## src/rtl/serial_frame_tx.sv

```systemverilog
// serial_frame_tx: parallel-in, serial-out frame transmitter.
// A WIDTH-bit word is sent LSB-first between one start bit (0) and one
// stop bit (1); every serial bit is held for CLK_PER_BIT clock cycles.
// All outputs come straight from flops, so nothing on d_in/load reaches
// ser_out/busy/done without passing through a clock edge.

module serial_frame_tx #(
    parameter int WIDTH       = 8,   // data bits per frame, 1..32
    parameter int CLK_PER_BIT = 4    // cycles each serial bit is held, >= 1
) (
    input  logic             clk,
    input  logic             clr,
    input  logic [WIDTH-1:0] d_in,
    input  logic             load,
    output logic             ser_out,
    output logic             busy,
    output logic             done
);

    // Counter widths never drop below one bit so WIDTH=1 and
    // CLK_PER_BIT=1 still produce legal vectors.
    localparam int CW = (CLK_PER_BIT > 1) ? $clog2(CLK_PER_BIT) : 1;
    localparam int BW = (WIDTH > 1) ? $clog2(WIDTH) : 1;

    localparam logic [CW-1:0] LAST_BAUD = CW'(CLK_PER_BIT - 1);
    localparam logic [BW-1:0] LAST_BIT  = BW'(WIDTH - 1);
    localparam logic [CW-1:0] BAUD_ONE  = CW'(1);
    localparam logic [BW-1:0] BIT_ONE   = BW'(1);

    typedef enum logic [1:0] {
        S_IDLE,
        S_START,
        S_DATA,
        S_STOP
    } state_t;

    state_t           state,    state_nxt;
    logic [WIDTH-1:0] shreg,    shreg_nxt;
    logic [BW-1:0]    bit_cnt,  bit_nxt;
    logic [CW-1:0]    baud_cnt, baud_nxt;
    logic             ser_nxt;
    logic             busy_nxt;
    logic             done_nxt;
    logic             bit_end;

    // The current serial bit has been held for its last cycle.
    assign bit_end = (baud_cnt == LAST_BAUD);

    // State register plus the registered datapath and outputs.
    // NOTE: sequential state uses non-blocking assignments so every flop
    // samples the pre-edge values, independent of statement order.
    always_ff @(posedge clk or posedge clr) begin
        if (clr) begin
            // NOTE: the shift register is reset as well; it is a handful of
            // flops, not a memory, and a known value keeps aborts clean.
            state    <= S_IDLE;
            shreg    <= '0;
            bit_cnt  <= '0;
            baud_cnt <= '0;
            ser_out  <= 1'b1;
            busy     <= 1'b0;
            done     <= 1'b0;
        end else begin
            state    <= state_nxt;
            shreg    <= shreg_nxt;
            bit_cnt  <= bit_nxt;
            baud_cnt <= baud_nxt;
            ser_out  <= ser_nxt;
            busy     <= busy_nxt;
            done     <= done_nxt;
        end
    end

    // Next-state and next-output decode; outputs are computed one edge
    // ahead so the line changes on the same edge the state does.
    always_comb begin
        // NOTE: every variable gets a default first so no path through the
        // case statement can leave one unassigned and infer a latch.
        state_nxt = state;
        shreg_nxt = shreg;
        bit_nxt   = bit_cnt;
        baud_nxt  = baud_cnt;
        ser_nxt   = ser_out;
        busy_nxt  = busy;
        done_nxt  = 1'b0;

        case (state)
            S_IDLE: begin
                ser_nxt  = 1'b1;
                busy_nxt = 1'b0;
                // load is only looked at here, so a load (or an unknown
                // load) during a frame cannot disturb it.
                if (load) begin
                    shreg_nxt = d_in;
                    state_nxt = S_START;
                    bit_nxt   = '0;
                    baud_nxt  = '0;
                    ser_nxt   = 1'b0;
                    busy_nxt  = 1'b1;
                end
            end

            S_START: begin
                if (bit_end) begin
                    baud_nxt  = '0;
                    bit_nxt   = '0;
                    state_nxt = S_DATA;
                    ser_nxt   = shreg[0];
                end else begin
                    baud_nxt = baud_cnt + BAUD_ONE;
                end
            end

            S_DATA: begin
                if (bit_end) begin
                    baud_nxt  = '0;
                    shreg_nxt = shreg >> 1;
                    if (bit_cnt == LAST_BIT) begin
                        state_nxt = S_STOP;
                        ser_nxt   = 1'b1;
                    end else begin
                        bit_nxt = bit_cnt + BIT_ONE;
                        ser_nxt = shreg_nxt[0];
                    end
                end else begin
                    baud_nxt = baud_cnt + BAUD_ONE;
                end
            end

            S_STOP: begin
                if (bit_end) begin
                    baud_nxt  = '0;
                    state_nxt = S_IDLE;
                    ser_nxt   = 1'b1;
                    busy_nxt  = 1'b0;
                    done_nxt  = 1'b1;
                end else begin
                    baud_nxt = baud_cnt + BAUD_ONE;
                end
            end

            default: begin
                state_nxt = S_IDLE;
                baud_nxt  = '0;
                bit_nxt   = '0;
                ser_nxt   = 1'b1;
                busy_nxt  = 1'b0;
            end
        endcase
    end

endmodule

```

## config.mk

```make
export PLATFORM = sky130hd
export DESIGN_NAME = serial_frame_tx
export DESIGN_NICKNAME = d
export VERILOG_FILES = /design/src/rtl/serial_frame_tx.sv
export SDC_FILE = /design/constraint.sdc
export NUM_CORES = 1
export LEC_CHECK = 0
export CAP_MARGIN = 20
export CORE_MARGIN = 2
export CORE_UTILIZATION = 52
export DETAILED_ROUTE_END_ITERATION = 12
export PLACE_DENSITY = 0.77
export SLEW_MARGIN = 20
export SYNTH_ARGS = -nofsm -noshare
export SYNTH_HDL_FRONTEND = slang
export SYNTH_SLANG_ARGS = --single-unit
```

## constraint.sdc

```tcl
create_clock -name clk -period 2.3 [get_ports clk]
set_clock_uncertainty 0.2 [all_clocks]
set_input_delay 0.46 -clock clk [delete_from_list [all_inputs] [get_ports clk]]
set_output_delay 0.46 -clock clk [all_outputs]
set_load 0.005 [all_outputs]
```

==> Yosys cells after proc, flatten, opt, wreduce, memory -nomap -nowiden <==
Index checks and enable logic that the tools add are counted.
{ "word_totals": {"regBits": 18, "latch_bits": 0, "mem_bits_rw": 0, "romBits": 0, "inputBits": 11, "out_inout_bits": 3, "wordCells": 58, "n_memories": 0} }
{ "classes": {"add_sub_neg": 2, "mul": 0, "n_div": 0, "magnitude_cmp": 0, "n_eq_ne": 11, "n_shift": 0, "mux": 28, "bitwise_logic": 0, "n_reduce_logical": 10} }
{ "ops": {"columns": ["cell", "count"], "rows": [
  ["$mux W8", 2],
  ["$pmux W8 S2", 1],
  ["$mux W2", 7],
  ["$mux W3", 4],
  ["$ne A2 B2 Y1 const B", 6],
  ["$reduce_and A5 Y1", 2],
  ["$mux W1", 9],
  ["$pmux W3 S3", 1],
  ["$pmux W2 S4", 1],
  ["$eq A2 B2 Y1 const B", 3],
  ["$reduce_and A3 Y1", 2],
  ["$pmux W1 S4", 1],
  ["$pmux W2 S2", 1],
  ["$reduce_bool A2 Y1", 2],
  ["$add A3 B1 Y3 const B", 1],
  ["$eq A3 B3 Y1 const B", 1],
  ["$reduce_bool A3 Y1", 1],
  ["$reduce_or A3 Y1", 1],
  ["$add A2 B1 Y2 const B", 1],
  ["$eq A2 B1 Y1 const B", 1],
  ["$logic_not A2 Y1", 1],
  ["$pmux W1 S2", 1],
  ["$reduce_and A2 Y1", 1]
]} }

==> Longest topological paths before layout <==
Gate-level depths: netlist (run 1).
{ "depth": {"word_depth": 4, "mapped_depth": 6, "mapped_depth_nobuf": 5} }

==> Least setup slack after synthesis (run 1) <==
Ideal clock, no wire load.
{ "synth_timing": {"path_type": "reg2reg", "from": "register state[0]", "to": "register state[1]", "setup_time_ns": 0.125, "arrival_time_ns": 1.432, "t_required_ns": 1.975, "slack_ns": 0.544, "stages_incl_launch_ff": 7, "path_buffers": 1, "period_less_slack_ns": 1.756, "cell_sequence": "dfrtp_1 > inv_1 > ha_1 > buf_6 > inv_2 > o221ai_2 > mux2_2"} }
{ "synth_via": {"elab_chain_cells": 3, "word_cells_on_any_way": 11, "cone_classes": "eq/ne: 8; mux: 1; reduce/logical: 2"} }
{ "synth_rtl": {"columns": ["element", "line", "text"], "rows": [
  ["start, declared", "37", "state_t state, state_nxt;"],
  ["start signal, assigned", "64", "state <= state_nxt;"],
  ["$eq A2 B2 Y1, or another cell as far along", "87", "case (state)"],
  ["$ne A2 B2 Y1 (no line)", null, null],
  ["$reduce_and A5 Y1 (no line)", null, null]
]} }
Several ways; a longest one is shown, not always the timed one.
A chain may end at the register's enable or synchronous reset.

==> Final worst setup path (run 1) <==
{ "layout_timing": {"from": "register state[0]", "to": "register shreg[3]"} }
{ "layout_via": {"elab_chain_cells": 3, "word_cells_on_any_way": 7, "cone_classes": "eq/ne: 3; mux: 1; reduce/logical: 3"} }
{ "layout_rtl": {"columns": ["element", "line", "text"], "rows": [
  ["$eq A2 B2 Y1 or $logic_not A2 Y1 (tied branches)", "87", null],
  ["$ne A2 B2 Y1 (no line) or $reduce_bool A2 Y1 (tied branches)", null, null],
  ["$reduce_and A3 Y1 (no line)", null, null],
  ["end signal, assigned", "65", "shreg <= shreg_nxt;"],
  ["end, declared", "38", "logic [WIDTH-1:0] shreg, shreg_nxt;"]
]} }
Several ways; a longest one is shown, not always the timed one.

==> results.yml, run 1 <==
sta:
  min_period_over_period: 0.8727
  maxSlewViolCount: 0
  max_freq_mhz: 498.2
  worst_pin_slew_ns: 0.6799
  setup_tns_ns: 0
  rsz0062_at_grt: "false"
  finalSetupViolCount: 0
  min_period_ns: 2.007
  relSlewSlack: 0.5462
  finalHoldViolCount: 0
hold_path:
  worstHoldPathType: "register to register"
  min_path_cells: 2
  hp-start: "busy"
  holdPathEnd: "busy"
critical_path:
  cp-start-kind: "register"
  worst_setup_path_end_kind: "register"
  r2r-end: "shreg[3]"
  critPathKind: "register to register"
  arrival_ns: 1.98
  critPathMaxFanout: 9
  cp_cell_sequence: "inv_1 -> ha_1 -> buf_4 -> mux2_2 -> mux2_2"
  r2r_cells: 5
  cp_slowest_cell: "dfrtp_1"
  reg2reg_slack_ns: 0.29
  rr_startpoint: "state[0]"
  cpPeakStageDelay_ns: 0.42
  critPathMostFrequentCell: "mux2_2"
  critPathRequiredTime_ns: 2.28
yosys:
  yosys_warnings: 0
  ys_types: 30
  synth.cell_area_um2: 997.2
  synth_top_area_share: 0.4266
  synth-edff-count: 0
  ys.flop_type: "dfrtp_1"
  ys_ff_latch: 18
  syn_inst: 81
  syn_area_per_cell_um2: 12.31
  yosysSeqAreaShare: 0.4529
  synth_area_leaders: "dfrtp_1 (43%), mux2_2 (19%), ha_1 (8.8%)"
  syn-num-nets: 99
  synth_top_area_cell: "dfrtp_1"
  synth-async-reset-ratio: 1.000
outcome:
  outcome: "finished, final reports clean"
die:
  num_rows: 15
  die_w_um: 47.79
  die_h_um: 47.79
  die-area_mm2: 0.002284
  core_area_mm2: 0.001764
  initial_utilization: 0.5652
  io_pins: 14
global_route:
  grt_usage: 0.1587
  grt_antenna_before_repair: 0
  grt_max_degree: 19
  overflow: 0
  grt_pass1_wl_um: 2546
  grt_pass1_vias: 613
routing:
  avgRoutedWirePerCell_um: 12.74
  antenna_left: 0
  post-route-drc-count: 0
  wl_um: 1554
  wl_met2_um: 719
  viasPerCell: 5.156
  num_vias: 629
  highest_layer: "met4"
  met1Wirelength_um: 761
  wl_met3_um: 61
  drtIter0Drc: 4
  drtPass1Iterations: 4
final_layout:
  area_delta_synth_final_pct: 19.20
  drive_gt1_frac: 0.2990
  nNetsFinal: 116
  diodes: 0
clocking:
  clock_path_buffers: 2
  clkSlewWorstSetupHoldPaths_ns: 0.10
  htree_levels: 1
  cts_buffers: 3
  cts_tree: "yes"
  clock-sinks: 18
  cts_hold_buf: 0
  cts_resized: 0
  cts-root-buf: "clkbuf_4"
  insertion_delay_ns: 0.28
  cts_setup_buffers: 0
power_and_ir_drop:
  power_density_mw_per_mm2: 1311
  intPower_mw: 1.019
  ir_worst_vdd_mv: 0.8534
  p_sw_uw: 539.4
  pwr-share-clk: 0.122
  p_leak_nw: 0.5296
  power.total_mw: 1.558
  power.share.sequential: 0.352
  p_comb_frac: 0.526
  swShare: 0.3462
run:
  cap_violations: 0
placement:
  gp_congestion: 0.7351
  port_buffers: 13
  hpwl_um: 1193
power groups by stage:
| stage | combinational [mW] | sequential, mW | clock, mW |
|---|---|---|---|
| 2_1_floorplan | 0.667 | 0.535 | 0 |
| 3_3_place_gp | 0.806 | 0.547 | 0 |
| 3_5_place_dp | 0.830 | 0.554 | 0 |
| 4_1_cts | 0.833 | 0.549 | 0.197 |
| 5_1_grt | 0.915 | 0.564 | 0.208 |
| 6_report | 0.820 | 0.548 | 0.189 |
sequential cells by signal, summed over array words and instances (netlist names):
name	flops
bit_cnt	3
state	2
busy	1
ser_out	1
done	1
baud_cnt	2
shreg	8
layout make-up:
cell class                 count  area, um^2
timing repair buffer          15       145.1
fill                         140       575.6
multi-input combinational     55       505.5
clock buffer                   4       36.28
sequential                    18       451.7
inverter                       5       18.77
tap                           25       31.28
synthesized netlist by cell type, drive strengths merged (2+ instances only):
library cell / instances
ha: 7
o21ai: 4
nand2: 5
nor2: 2
nand2b: 2
mux2: 17
a22o: 2
dfrtp: 17
buf: 2
inv: 5
mux2i: 2
layer usage:
metal  track usage  vias to the layer above
li1              -                      319
met3       0.02264                        2
met4       0.06486                        0
met2        0.2587                       12
met5             0                        -
met1        0.2108                      296
logic make-up after synthesis:
logic type	count (synthesis)	synth area share
muxes	19	0.2120
buffers and inverters	8	0.04013
AOI/OAI and AO/OA	12	0.09286
and+or+nand+nor	17	0.1142
DFF	18	0.4530
adders and majority gates	7	0.08783
placed cells by master, fill, tap and decap left out, drive strengths merged:
master and instances:
mux2 17, dfrtp 17, clkdlybuf4s50 13, ha 7
nand2 5, inv 5, o21ai 4, clkbuf 4
nand2b 2, mux2i 2, a22o 2, buf 2
nor2 2, nor3 1, o221ai 1, and2b 1
a211oi 1, a21boi 1, o31ai 1, nor4b 1
nor2b 1, or3 1, o2111ai 1, or2 1
a2bb2oi 1, and2 1, nand4 1, dfstp 1
worst max-delay path by stage:
stage               startpoint       end  slack (ns)  depth (start not counted)
floorplan             state[0]  state[1]        0.54                          6
global placement          load  shreg[4]        0.21                          4
detailed placement        load  shreg[1]        0.18                          4
CTS                   state[0]  shreg[1]        0.27                          5
global route          state[0]  shreg[4]        0.15                          5
finish                state[0]  shreg[3]        0.29                          5
metrics by stage:
stage            util  std cells  area, um^2  setup WS (ns)  hold WS [ns]
2_1_floorplan       -         81       997.2         0.5435        0.1978
3_3_place_gp   0.6532        118        1152         0.2129        0.2661
3_5_place_dp   0.6532        118        1152         0.1825        0.2748
4_1_cts        0.6738        122        1189         0.2715        0.2989
5_1_grt        0.6738        122        1189         0.1503        0.3327
6_report       0.6738        122        1189         0.2928        0.2912
critical path: cells and delay by family (launching register included):
kind                       cells  cell delay, ns
muxes                          2            0.58
adders and majority gates      1            0.37
buffers and inverters          2            0.32
DFF                            1            0.42
Note: power is estimated with default switching activity, not from simulation.
==> run 2: changes to the inputs <==
--- a/config.mk
+++ b/config.mk
@@ -5,7 +5,7 @@
 export SDC_FILE = /design/constraint.sdc
 export NUM_CORES = 1
 export LEC_CHECK = 0
-export CAP_MARGIN = 20
+export CAP_MARGIN = 25
 export CORE_MARGIN = 2
 export CORE_UTILIZATION = 52
 export DETAILED_ROUTE_END_ITERATION = 12
==> results of run 2 <==
Final layout, timing and power as in run 1 (identical DEF).
